--- src/rtl/fetch_pkg.sv ---
// Shared types and constants for the instruction fetch sequencer.
package fetch_pkg;

    localparam int unsigned DEF_XLEN         = 32;
    localparam int unsigned INST_W           = 32;
    localparam int unsigned PC_INC           = 4;
    localparam logic [31:0] DEF_RESET_VECTOR = 32'h0000_0000;
    localparam logic [31:0] DEF_TRAP_VECTOR  = 32'h0000_0100;

    typedef enum logic [1:0] {
        ST_IDLE = 2'd0,
        ST_REQ  = 2'd1,
        ST_WAIT = 2'd2,
        ST_HALT = 2'd3
    } fetch_state_t;

endpackage

--- src/rtl/fetch_if.sv ---
// Fetch sequencer bus bundle: imem request/response, decode handoff and control.
interface fetch_if import fetch_pkg::*; #(
    parameter int unsigned XLEN = DEF_XLEN
);
    logic              imem_req_valid;
    logic              imem_req_ready;
    logic [XLEN-1:0]   imem_req_addr;
    logic              imem_rsp_valid;
    logic [INST_W-1:0] imem_rsp_data;
    logic              inst_valid;
    logic              inst_ready;
    logic [INST_W-1:0] inst_data;
    logic [XLEN-1:0]   inst_pc;
    logic              branch_taken;
    logic [XLEN-1:0]   branch_target;
    logic              trap_req;
    logic              halt_req;
    logic              resume;
    logic              halted;

    modport master (
        output imem_req_valid, imem_req_addr, inst_valid, inst_data, inst_pc, halted,
        input  imem_req_ready, imem_rsp_valid, imem_rsp_data, inst_ready,
        input  branch_taken, branch_target, trap_req, halt_req, resume
    );

    modport slave (
        input  imem_req_valid, imem_req_addr, inst_valid, inst_data, inst_pc, halted,
        output imem_req_ready, imem_rsp_valid, imem_rsp_data, inst_ready,
        output branch_taken, branch_target, trap_req, halt_req, resume
    );

endinterface

--- src/rtl/fetch_out_buf.sv ---
// One-entry valid/ready buffer holding {instruction, pc} for decode; flush wins over load.
module fetch_out_buf import fetch_pkg::*; #(
    parameter int unsigned XLEN = DEF_XLEN
) (
    input  logic              clk,
    input  logic              rst_n,
    input  logic              i_load,
    input  logic              i_flush,
    input  logic              i_ready,
    input  logic [INST_W-1:0] i_data,
    input  logic [XLEN-1:0]   i_pc,
    output logic              o_valid,
    output logic [INST_W-1:0] o_data,
    output logic [XLEN-1:0]   o_pc
);

    logic              r_valid;
    logic [INST_W-1:0] r_data;
    logic [XLEN-1:0]   r_pc;

    always_ff @(posedge clk or negedge rst_n) begin
        if (!rst_n) begin
            r_valid <= 1'b0;
            r_data  <= '0;
            r_pc    <= '0;
        end else if (i_flush) begin
            r_valid <= 1'b0;
        end else if (i_load) begin
            r_valid <= 1'b1;
            r_data  <= i_data;
            r_pc    <= i_pc;
        end else if (i_ready) begin
            r_valid <= 1'b0;
        end
    end

    assign o_valid = r_valid;
    assign o_data  = r_data;
    assign o_pc    = r_pc;

endmodule

--- src/rtl/fetch_sequencer.sv ---
// Owns the architectural PC: one outstanding imem fetch at a time, redirects, halt/resume.
module fetch_sequencer import fetch_pkg::*; #(
    parameter int unsigned     XLEN         = DEF_XLEN,
    parameter logic [XLEN-1:0] RESET_VECTOR = XLEN'(DEF_RESET_VECTOR),
    parameter logic [XLEN-1:0] TRAP_VECTOR  = XLEN'(DEF_TRAP_VECTOR)
) (
    input logic    clk,
    input logic    rst_n,
    fetch_if.master bus
);

    fetch_state_t    r_state;
    logic [XLEN-1:0] r_pc;
    logic [XLEN-1:0] r_req_pc;
    logic            r_drop;
    logic            r_halt_pend;

    logic            w_redirect;
    logic [XLEN-1:0] w_redirect_pc;
    logic            w_req_valid;
    logic            w_req_fire;
    logic            w_rsp;
    logic            w_load;
    logic            w_halt;
    logic            w_inst_valid;
    logic [1:0]      w_unused_tgt_lsb;

    assign w_unused_tgt_lsb = bus.branch_target[1:0];
    assign w_redirect       = bus.trap_req | bus.branch_taken;
    assign w_redirect_pc    = bus.trap_req ? TRAP_VECTOR
                                           : {bus.branch_target[XLEN-1:2], 2'b00};

    // Request only when the buffer is empty or being drained this cycle.
    assign w_req_valid = (r_state == ST_REQ) && (!w_inst_valid || bus.inst_ready);
    assign w_req_fire  = w_req_valid && bus.imem_req_ready;
    assign w_rsp       = (r_state == ST_WAIT) && bus.imem_rsp_valid;
    assign w_load      = w_rsp && !r_drop && !w_redirect;
    assign w_halt      = bus.halt_req || r_halt_pend;

    always_ff @(posedge clk or negedge rst_n) begin
        if (!rst_n) begin
            r_state     <= ST_IDLE;
            r_pc        <= RESET_VECTOR;
            r_req_pc    <= '0;
            r_drop      <= 1'b0;
            r_halt_pend <= 1'b0;
        end else begin
            case (r_state)
                ST_IDLE: r_state <= ST_REQ;
                ST_REQ: begin
                    if (w_req_fire) begin
                        // A redirect in the accept cycle makes the in-flight word stale.
                        r_req_pc    <= r_pc;
                        r_drop      <= w_redirect;
                        r_halt_pend <= bus.halt_req;
                        r_state     <= ST_WAIT;
                    end else if (bus.halt_req) begin
                        r_state <= ST_HALT;
                    end
                end
                ST_WAIT: begin
                    if (bus.imem_rsp_valid) begin
                        r_drop      <= 1'b0;
                        r_halt_pend <= 1'b0;
                        r_state     <= w_halt ? ST_HALT : ST_REQ;
                        if (w_load) begin
                            r_pc <= r_req_pc + XLEN'(PC_INC);
                        end
                    end else begin
                        if (w_redirect) r_drop <= 1'b1;
                        if (bus.halt_req) r_halt_pend <= 1'b1;
                    end
                end
                ST_HALT: begin
                    if (!bus.halt_req && bus.resume) r_state <= ST_REQ;
                end
                default: r_state <= ST_IDLE;
            endcase
            // Redirect overrides any sequential pc update in the same cycle.
            if (w_redirect) r_pc <= w_redirect_pc;
        end
    end

    fetch_out_buf #(.XLEN(XLEN)) u_out_buf (
        .clk     (clk),
        .rst_n   (rst_n),
        .i_load  (w_load),
        .i_flush (w_redirect),
        .i_ready (bus.inst_ready),
        .i_data  (bus.imem_rsp_data),
        .i_pc    (r_req_pc),
        .o_valid (w_inst_valid),
        .o_data  (bus.inst_data),
        .o_pc    (bus.inst_pc)
    );

    assign bus.inst_valid     = w_inst_valid;
    assign bus.imem_req_valid = w_req_valid;
    assign bus.imem_req_addr  = r_pc;
    assign bus.halted         = (r_state == ST_HALT);

endmodule

--- src/flat_wrapper.sv ---
// flat-port wrapper written by rule: the top's interface ports become plain ports
module fetch_sequencer_flat import fetch_pkg::*;
#(
    parameter int unsigned     XLEN         = DEF_XLEN,
    parameter logic [XLEN-1:0] RESET_VECTOR = XLEN'(DEF_RESET_VECTOR),
    parameter logic [XLEN-1:0] TRAP_VECTOR  = XLEN'(DEF_TRAP_VECTOR)
)
  (clk, rst_n, bus_imem_req_valid, bus_imem_req_addr, bus_inst_valid, bus_inst_data, bus_inst_pc, bus_halted, bus_imem_req_ready, bus_imem_rsp_valid, bus_imem_rsp_data, bus_inst_ready, bus_branch_taken, bus_branch_target, bus_trap_req, bus_halt_req, bus_resume);
  fetch_if #(.XLEN(XLEN)) bus_i ();
  input logic clk;
  input logic rst_n;
  output wire logic [$bits(bus_i.imem_req_valid)-1:0] bus_imem_req_valid;
  output wire logic [$bits(bus_i.imem_req_addr)-1:0] bus_imem_req_addr;
  output wire logic [$bits(bus_i.inst_valid)-1:0] bus_inst_valid;
  output wire logic [$bits(bus_i.inst_data)-1:0] bus_inst_data;
  output wire logic [$bits(bus_i.inst_pc)-1:0] bus_inst_pc;
  output wire logic [$bits(bus_i.halted)-1:0] bus_halted;
  input wire logic [$bits(bus_i.imem_req_ready)-1:0] bus_imem_req_ready;
  input wire logic [$bits(bus_i.imem_rsp_valid)-1:0] bus_imem_rsp_valid;
  input wire logic [$bits(bus_i.imem_rsp_data)-1:0] bus_imem_rsp_data;
  input wire logic [$bits(bus_i.inst_ready)-1:0] bus_inst_ready;
  input wire logic [$bits(bus_i.branch_taken)-1:0] bus_branch_taken;
  input wire logic [$bits(bus_i.branch_target)-1:0] bus_branch_target;
  input wire logic [$bits(bus_i.trap_req)-1:0] bus_trap_req;
  input wire logic [$bits(bus_i.halt_req)-1:0] bus_halt_req;
  input wire logic [$bits(bus_i.resume)-1:0] bus_resume;
  assign bus_imem_req_valid = bus_i.imem_req_valid;
  assign bus_imem_req_addr = bus_i.imem_req_addr;
  assign bus_inst_valid = bus_i.inst_valid;
  assign bus_inst_data = bus_i.inst_data;
  assign bus_inst_pc = bus_i.inst_pc;
  assign bus_halted = bus_i.halted;
  assign bus_i.imem_req_ready = bus_imem_req_ready;
  assign bus_i.imem_rsp_valid = bus_imem_rsp_valid;
  assign bus_i.imem_rsp_data = bus_imem_rsp_data;
  assign bus_i.inst_ready = bus_inst_ready;
  assign bus_i.branch_taken = bus_branch_taken;
  assign bus_i.branch_target = bus_branch_target;
  assign bus_i.trap_req = bus_trap_req;
  assign bus_i.halt_req = bus_halt_req;
  assign bus_i.resume = bus_resume;
  fetch_sequencer #(.XLEN(XLEN), .RESET_VECTOR(RESET_VECTOR), .TRAP_VECTOR(TRAP_VECTOR)) u_core (.clk(clk), .rst_n(rst_n), .bus(bus_i));
endmodule
--- config.mk ---
export PLATFORM = sky130hd
export DESIGN_NAME = fetch_sequencer_flat
export DESIGN_NICKNAME = d
export VERILOG_FILES = /design/src/rtl/fetch_pkg.sv /design/src/rtl/fetch_if.sv /design/src/rtl/fetch_out_buf.sv /design/src/rtl/fetch_sequencer.sv /design/src/flat_wrapper.sv
export SDC_FILE = /design/constraint.sdc
export NUM_CORES = 1
export LEC_CHECK = 0
export BUFFER_PORTS_ARGS = -buffer_cell sky130_fd_sc_hd__buf_2
export CORE_MARGIN = 4
export CORE_UTILIZATION = 30
export DETAILED_ROUTE_END_ITERATION = 8
export HOLD_SLACK_MARGIN = 0.08
export PLACE_DENSITY = 0.57
export REMOVE_ABC_BUFFERS = 1
export SYNTH_ARGS = -nofsm -noshare
export SYNTH_HDL_FRONTEND = slang
export SYNTH_HIERARCHICAL = 1
export SYNTH_SLANG_ARGS = --single-unit
--- constraint.sdc ---
create_clock -name clk -period 5.3 [get_ports clk]
set_clock_uncertainty 0.15 [all_clocks]
set_input_delay 1.06 -clock clk [delete_from_list [all_inputs] [get_ports clk]]
set_output_delay 1.06 -clock clk [all_outputs]
set_load 0.05 [all_outputs]
Word-level counts from Yosys, hierarchy flattened. Index checks and enable logic that the tools add are counted.

Input bits: 73. Output and inout bits: 99. Flip-flop bits (word level): 133. Word-level logic and storage cells: 66.

Reductions and logical operators: 24. Add/sub/neg operators: 1. Mux-type cells: 22. Bitwise logic cells: 2. Equal/unequal tests: 9.

Operators with widths (number): two-way mux 32 bit (5); adder 32 x 3 -> 32 bit, second input constant (1); AND reduction 3 bit (4); two-way mux 2 bit (5); two-way mux 1 bit (9); one-hot mux 2 bit (4 select lines) (1); nonzero test 2 bit (4); logical AND 1 bit (6); != test 3 x 2 -> 1 bit, second input constant (2); equality test 2 bit, second input constant (2); zero test 1 bit (4); != test 2 x 1 -> 1 bit, second input constant (2); one-hot mux 1 bit (2 select lines) (2); AND reduction 2 bit (2); != test 3 bit, second input constant (1); nonzero test 3 bit (1); equality test 2 x 1 -> 1 bit, second input constant (1); zero test 2 bit (1); logical OR 1 bit (2); != test 2 bit, second input constant (1); NOT 1 bit (1); bitwise OR 1 bit (1).

Depth between registers and ports, before layout. Gate-level depths: netlist of the first run.

Depth in word-level cells: 8. Mapped depth: 10.

Cells and area by module. The synthesis of the first run kept the hierarchy.

By module, submodules not included: fetch_sequencer (times used 1, cells an instance 370, area each 3748.6 um^2); fetch_out_buf (times used 1, cells an instance 140, area each 2741.4 um^2).

Worst setup path before layout of the first run. OpenSTA, ideal clock, no wires.

Kind: input -> output. Start point: in bus_inst_ready. End point: out bus_imem_req_valid. Required time: 4090 ps. Path buffers: 0. Stages on the path: 2. Arrival: 1608 ps. Setup slack: 2482 ps. Cell sequence: nand2b_1 and2_1.

Longest elaborated chain between the ends: 2.

RTL lines: start, declared (line flat_wrapper.sv:21) `input wire logic [$bits(bus_i.inst_ready)-1:0] bus_inst_ready;`; logical OR 1 bit (line fetch_sequencer.sv:34) `assign w_req_valid = (r_state == ST_REQ) && (!w_inst_valid || bus.inst_ready);`; logical AND 1 bit (line fetch_sequencer.sv:34); end, declared (line flat_wrapper.sv:12) `output wire logic [$bits(bus_i.imem_req_valid)-1:0] bus_imem_req_valid;`.

No other way between the ends.

Worst setup path after layout of the first run.
Start point: in bus_trap_req. End point: reg u_core.u_out_buf.r_data[29] (netlist: u_core/u_out_buf/o_data[29]).

Longest elaborated chain between the ends: 4. Elaborated cells on any way between the ends: 5.

RTL lines: start, declared (line flat_wrapper.sv:24) `input wire logic [$bits(bus_i.trap_req)-1:0] bus_trap_req;`; bitwise OR 1 bit (line fetch_sequencer.sv:29) `assign w_redirect = bus.trap_req | bus.branch_taken;`; zero test 1 bit (line fetch_sequencer.sv:37) `assign w_load = w_rsp && !r_drop && !w_redirect;`; logical AND 1 bit (line fetch_sequencer.sv:37); via u_core.w_load (line fetch_sequencer.sv:23) `logic w_load;`; AND reduction 2 bit (no line); end signal, assigned (line fetch_out_buf.sv:30) `r_data <= i_data;`; end, declared (line fetch_out_buf.sv:18) `logic [INST_W-1:0] r_data;`.

The timed path passes the listed nets, and every way through them passes these cells. A chain may end at the register's enable or synchronous reset.

==> reports/summary.txt, run 1 <==
status -> completed
Routed Antenna Nets -> 0
clock network fraction of design power -> 29.8%
Synth cell types -> 60
GRT Total Usage -> 14.3%
Slew @ Worst Pin -> 1.05 ns
synthesized area -> 6490 um2
Fin. Hold Viols -> 0
row cnt -> 53
drt via density -> 4.70
area leader, netlist -> dfrtp_1
top post-synthesis cells by count -> dfrtp_1 (133), mux2_4 (60), mux2_2 (37), nand2_1 (33), nor2_1 (30)
sequential area share after synthesis -> 51.3%
Hold Worst Slack -> 0.349 ns
Post-Syn Area per Cell -> 12.7 um2
ys flop type -> dfrtp_1
cts hold-fix bufs -> 0
routability cong. -> 0.740
die area -> 24000 um2
clock latency on the worst-skew pair -> 0.41 ns
core area -> 21200 um2
# setup viols final -> 0
setup repair bufs after CTS -> 0
I/O Pins -> 172
global-route wire length before repair -> 26.8 mm
Synth area leaders -> dfrtp_1 (51%), mux2_4 (14%), mux2_2 (6.4%), buf_12 (2.2%), a21oi_1 (2.1%)
fin. max-slew vios -> 0
Ys Warns -> 6
crit-path max cell delay -> 0.44 ns
Setup CP Type -> in2reg
crit-path max FO -> 60
Post-DP Area -> 7500 um2
initial antenna violation count -> 0
maxcap violations -> 0
pre-CTS setup slack -> 1.80 ns
routed wire length -> 16.9 mm
nets -> 757
Starting DRT DRC Count -> 285
VDD IR-drop max -> 0.318 mV
port bufs -> 169
die width -> 155 um
multi-input gate area in the final layout -> 2860 um2
Max clock buf depth -> 2
Startpoint Class -> primary input
LEAKAGE -> 3.95 nW
post-synthesis async set-or-reset flop share -> 100%
CP max stage cell -> buf_12
setup TNS -> 0 ns
sequence of cells on the critical path -> buf_2 > nor2_1 > buf_4 > nand2_1 > inv_1 > nor2b_4 > buf_12 > mux2_2
Detailed Place HPWL -> 11.2 mm
Relative slew margins -> 29.9%
cell family with most CP delay -> buffers and inverters
Synth Register Bits -> 133
layout cells sized above 1 -> 46.4%
largest net degree at the start of global routing -> 87
class of the worst hold path -> reg2reg
CP arrival -> 3.19 ns
vias in the first global route -> 4662
fillers -> 2084
Setup crit end kind -> flop
Tcrit/Tclk final -> 57.6%
WL/cell -> 17.5 um
most numerous cell in the Yosys netlist -> dfrtp_1
Tot Pwr -> 0.00370 W
worst setup margin -> 2.25 ns
n_diodes -> 0
Post-synth EDFFs -> 0
Num Clock Sinks -> 133
fmax -> 328 MHz
DR DRC count -> 0
sequential cell area -> 3330 um2
total gr overflow -> 0
worst path required time -> 5.44 ns
Pre-antenna DRT Iters -> 4
Clock transition at path regs -> 0.05 ns
Synth Instances -> 510
post-CTS sizing -> 0
P_int -> 0.00234 W
fin crit period -> 3.05 ns
sequential share of power -> 39.7%
Initial Util -> 30.7%
via count of the routed design -> 4532
Net Sw Frac -> 36.7%
PD cells -> 460 nW/um2
crit path buf inv count -> 4
Area growth, synth to finish -> 24.0%
RSZ-0062 raised after global routing -> no
cell area after layout -> 8050 um2
Logic pwr share -> 30.5%
switching power -> 0.00136 W
Die Y -> 155 um
H-tree Lvls -> 4
CTS Buf Count -> 17
share of the synthesized area in the top cell type -> 51.3%
CTS tree -> yes
Root Driver -> clkbuf_16
==> cells in the final DEF (no fill, tap or decap), types with 4 or more instances in the layout <==
cell type    n
ha_1         4
nor3_1      14
xnor2_1      9
dfrtp_1    133
clkbuf_8     4
buf_2      168
mux2_2      37
mux2_4      60
a211oi_1     5
a21oi_1     27
nor2b_1      8
buf_4        7
nor2_1      30
nand3_1      7
and3_1       5
nand2_1     33
o21ai_0     12
xor2_1      13
inv_1       14
clkbuf_1     4
a2111oi_2    6
clkbuf_16   17
a211o_1      4
nand4_1     10
==> power by group through the flow <==
stage | logic, W | clock network (W) | registers [W]
3_5_place_dp | 0.00113 | 0 | 0.00149
6_report | 0.00113 | 0.00110 | 0.00147
3_3_place_gp | 0.00113 | 0 | 0.00148
5_1_grt | 0.00121 | 0.00119 | 0.00151
4_1_cts | 0.00114 | 0.00115 | 0.00147
2_1_floorplan | 0.000508 | 0 | 0.00177
==> sequential cells by signal, indices dropped and copies added, names as in the netlist <==
register,count
u_core/r_halt_pend,1
u_core/u_out_buf/o_valid,1
u_core/u_out_buf/o_pc,32
u_core/r_req_pc,32
u_core/r_drop,1
u_core/u_out_buf/o_data,32
u_core/bus.imem_req_addr,32
u_core/r_state,2
==> stage by stage <==
stage / cells / utilization (%)
floorplan: 484 / -
global placement: 936 / 35.5
detailed placement: 936 / 35.5
CTS: 965 / 38.0
global route: 965 / 38.0
finish: 965 / 38.0
==> path summary, 6_finish.rpt <==
path | cells past startpoint | endpoint | start | slack [ns]
worst max-delay path | 8 | u_core/u_out_buf/o_data[29]$_DFFE_PN0P_ | bus_trap_req | 2.25
worst min-delay path | 1 | u_core/u_out_buf/o_data[28]$_DFFE_PN0P_ | u_core/u_out_buf/o_data[28]$_DFFE_PN0P_ | 0.35
worst max register to register | 7 | u_core/bus.imem_req_addr[16]$_DFFE_PN0P_ | u_core/r_state[0]$_DFFE_PN0P_ | 2.49
worst min register to register | 1 | u_core/u_out_buf/o_data[28]$_DFFE_PN0P_ | u_core/u_out_buf/o_data[28]$_DFFE_PN0P_ | 0.35
max in group asynchronous | 2 | u_core/u_out_buf/o_pc[20]$_DFFE_PN0P_ | rst_n | 3.54
min in group asynchronous | 1 | u_core/u_out_buf/o_pc[3]$_DFFE_PN0P_ | rst_n | 0.56
==> layer usage <==
layer / part of all wire (%) / track usage, % / vias to the layer above
met5: 0 / 0 / -
met2: 45 / 21.2 / 126
li1: - / - / 2177
met4: 1.2 / 4.42 / 0
met3: 6.4 / 4.12 / 13
met1: 48 / 20.1 / 2216
==> logic make-up (layout without fill, tap and decap cells) <==
family,after synthesis,after routing,synth area share (%)
AOI/OAI and AO/OA,75,75,8.14
adders and majority gates,4,4,0.771
DFF,133,133,51.3
and+or+nand+nor,137,137,11.4
xor gates and xnor gates,22,22,2.97
muxes,99,99,20.6
buffers and inverters,40,220,4.80
==> worst reg2reg max path, stage by stage (launching register included) <==
cell and delay [ns]:
dfrtp_1 0.40, inv_1 0.08, ha_1 0.26, nand3b_1 0.10, buf_4 0.24, nor2_1 0.83
or4b_1 0.50, a31oi_1 0.16
==> final cells by class <==
type,count,share of cell area [%]
Sequential cell,133,41.4
Clock buffer,25,6.16
Multi-Input combinational cell,337,35.5
Timing Repair Buffer,177,11.5
Inverter,14,0.653
Tap cell,275,4.28
Clock inverter,4,0.591
(Power assumes the default switching activity.)
==> run 2, diff against run 1 <==
==> constraint.sdc (replaced) <==
create_clock -name clk -period 3.2 [get_ports clk]
set_clock_uncertainty 0.15 [all_clocks]
set_input_delay 0.64 -clock clk [delete_from_list [all_inputs] [get_ports clk]]
set_output_delay 0.64 -clock clk [all_outputs]
set_load 0.05 [all_outputs]
==> run 2 against run 1 <==
  * Critical path depth stayed put
  * Total power grew 71%
  * Worst setup slack lost 1.7 ns
  * Clock power rose by 82%
  * First-iteration DRC count shrank 24%
  * Cell count up 1.7%
  * Hold slack worse by 0.053 ns
  * Routed wire length increased by 2.1%
  * Die area stayed put
  * Global-route usage increased by 0.29 points
  * Combinational power up 66%
  * Critical path type is now reg2reg
  * Largest power group unchanged
==> reports/summary.txt, run 2 (same netlist as run 1, synthesis figures left out) <==
Setup crit end kind -> flop
drt via density -> 4.71 (+0.24%)
Post-DP Area -> 7640 um2 (+1.9%)
maxcap violations -> 0 (unchanged)
Relative slew margins -> 53.0% (+23 points)
fin crit period -> 2.68 ns
most frequent cells in the layout -> buf_2 (168), dfrtp_1 (133), mux2_4 (60)
Initial Util -> 30.7% (unchanged)
routed wire length -> 17.2 mm (+2.1%)
Num Clock Sinks -> 133 (unchanged)
cell family with most CP delay -> simple AND/OR/NAND/NOR gates
Clock transition at path regs -> 0.06 ns (about the same)
crit-path max cell delay -> 0.60 ns (+0.16 ns)
worst setup margin -> 0.523 ns (-1.73 ns)
Starting DRT DRC Count -> 218 (-24%)
fillers -> 2054 (-1.4%)
n_diodes -> 0 (unchanged)
RSZ-0062 raised after global routing -> no
die area -> 24000 um2 (unchanged)
via count of the routed design -> 4618 (+1.9%)
global-route wire length before repair -> 27.3 mm (+1.8%)
DR DRC count -> 0 (unchanged)
I/O Pins -> 172 (unchanged)
Die Y -> 155 um (unchanged)
commonest non-fill, non-tap cell in the layout -> buf_2
pre-CTS setup slack -> 0.406 ns (-1.39 ns)
Routed Antenna Nets -> 0 (unchanged)
crit-path max FO -> 11 (-82%)
Pre-antenna DRT Iters -> 4 (unchanged)
Fin. Hold Viols -> 0 (unchanged)
setup TNS -> 0 ns (unchanged)
WL/cell -> 17.6 um (+0.44%)
# setup viols final -> 0 (unchanged)
GRT Total Usage -> 14.5% (+0.29 points)
total gr overflow -> 0 (unchanged)
CP arrival -> 2.82 ns (-0.37 ns)
clock latency on the worst-skew pair -> 0.41 ns (about the same)
worst path required time -> 3.34 ns (-2.10 ns)
Setup CP Type -> reg2reg
setup repair bufs after CTS -> 0 (unchanged)
Root Driver -> clkbuf_16
Area growth, synth to finish -> 27.2%
class of the worst hold path -> in2reg
VDD IR-drop max -> 0.355 mV (+11%)
nets -> 770 (+1.7%)
Detailed Place HPWL -> 12.1 mm (+7.5%)
PD cells -> 764 nW/um2 (+66%)
initial antenna violation count -> 1 (+1)
Startpoint Class -> flop
sequence of cells on the critical path -> inv_1 > ha_1 > and3b_1 > nand2_1 > inv_1 > nor2b_4 > buf_4 > mux2_4
layout cells sized above 1 -> 47.6% (+1.2 points)
Slew @ Worst Pin -> 0.703 ns (-0.345 ns)
CTS tree -> yes
core area -> 21200 um2 (unchanged)
H-tree Lvls -> 4 (unchanged)
LEAKAGE -> 4.06 nW (+2.7%)
row cnt -> 53 (unchanged)
Tcrit/Tclk final -> 83.7%
status -> completed
Max clock buf depth -> 2 (unchanged)
CTS Buf Count -> 17 (unchanged)
largest net degree at the start of global routing -> 74 (-15%)
fin. max-slew vios -> 0 (unchanged)
crit path buf inv count -> 3 (-1)
CP max stage cell -> nor2b_4
port bufs -> 169 (unchanged)
most used cell, CP -> inv_1
routability cong. -> 0.740 (about the same)
vias in the first global route -> 4677 (+0.32%)
cell area after layout -> 8260 um2 (+2.6%)
die width -> 155 um (unchanged)
fmax -> 374 MHz
run 2: changes by cell type in the layout (fill, tap and decap cells not counted), moves of 2 or more:
cell | previous run | this run
buf_12 | 1 | 5
buf_4 | 7 | 15
bufinv_16 | 1 | 3
clkinv_2 | 2 | 4
run 2: through the flow:
step                utilization [%]  power, W  instances  hold WS [ns]
finish                         39.0   0.00631        981         0.296
global placement               36.1   0.00433        948         0.336
CTS                            39.0   0.00642        981         0.274
detailed placement             36.1   0.00435        948         0.336
global route                   39.0   0.00666        981         0.282
floorplan                         -   0.00378        484         0.194
run 2: worst paths after layout:
kind | endpoint | cells past startpoint | slack (ns) | from
worst max-delay path | u_core/u_out_buf/o_data[19]$_DFFE_PN0P_ | 8 | 0.52 | u_core/r_state[0]$_DFFE_PN0P_
worst min register to register | u_core/u_out_buf/o_data[11]$_DFFE_PN0P_ | 1 | 0.35 | u_core/u_out_buf/o_data[11]$_DFFE_PN0P_
min in group asynchronous | u_core/bus.imem_req_addr[3]$_DFFE_PN0P_ | 2 | 0.56 | rst_n
worst min-delay path | u_core/bus.imem_req_addr[8]$_DFFE_PN0P_ | 2 | 0.30 | bus_branch_target[8]
max in group asynchronous | u_core/bus.imem_req_addr[29]$_DFFE_PN0P_ | 3 | 1.61 | rst_n
worst max register to register | u_core/u_out_buf/o_data[19]$_DFFE_PN0P_ | 8 | 0.52 | u_core/r_state[0]$_DFFE_PN0P_
run 2: layer usage:
layer,track usage (%),up-vias,wire (um)
met3,4.03,15,1120
met4,4.29,2,200
met5,0,-,13
met2,21.4,138,7590
li1,-,2211,-
met1,20.9,2252,8320
run 2: report_power, final:
| group | switching, W | leakage, nW | internal, W |
|---|---|---|---|
| registers | 0.000387 | 1.79 | 0.00204 |
| clock network | 0.000718 | 0.293 | 0.00128 |
| logic | 0.00117 | 1.97 | 0.000710 |
| total | 0.00228 | 4.06 | 0.00404 |
run 2: timing repair:
item,4_1_cts,5_1_grt
endpoints found under the hold margin,34,0
hold buffers,1,0
gates resized for setup,0,0
run 2: final cells by class:
| type | count | area, um2 | share of cell area (%) |
|---|---|---|---|
| flip-flops and latches | 133 | 3330 | 40.3 |
| multi-input cells | 337 | 2860 | 34.6 |
| repair buffers | 190 | 1070 | 13.0 |
| clock buffers | 23 | 478 | 5.79 |
| well taps | 275 | 344 | 4.17 |
| clock inverters | 9 | 125 | 1.52 |
| inverters | 14 | 52.6 | 0.636 |
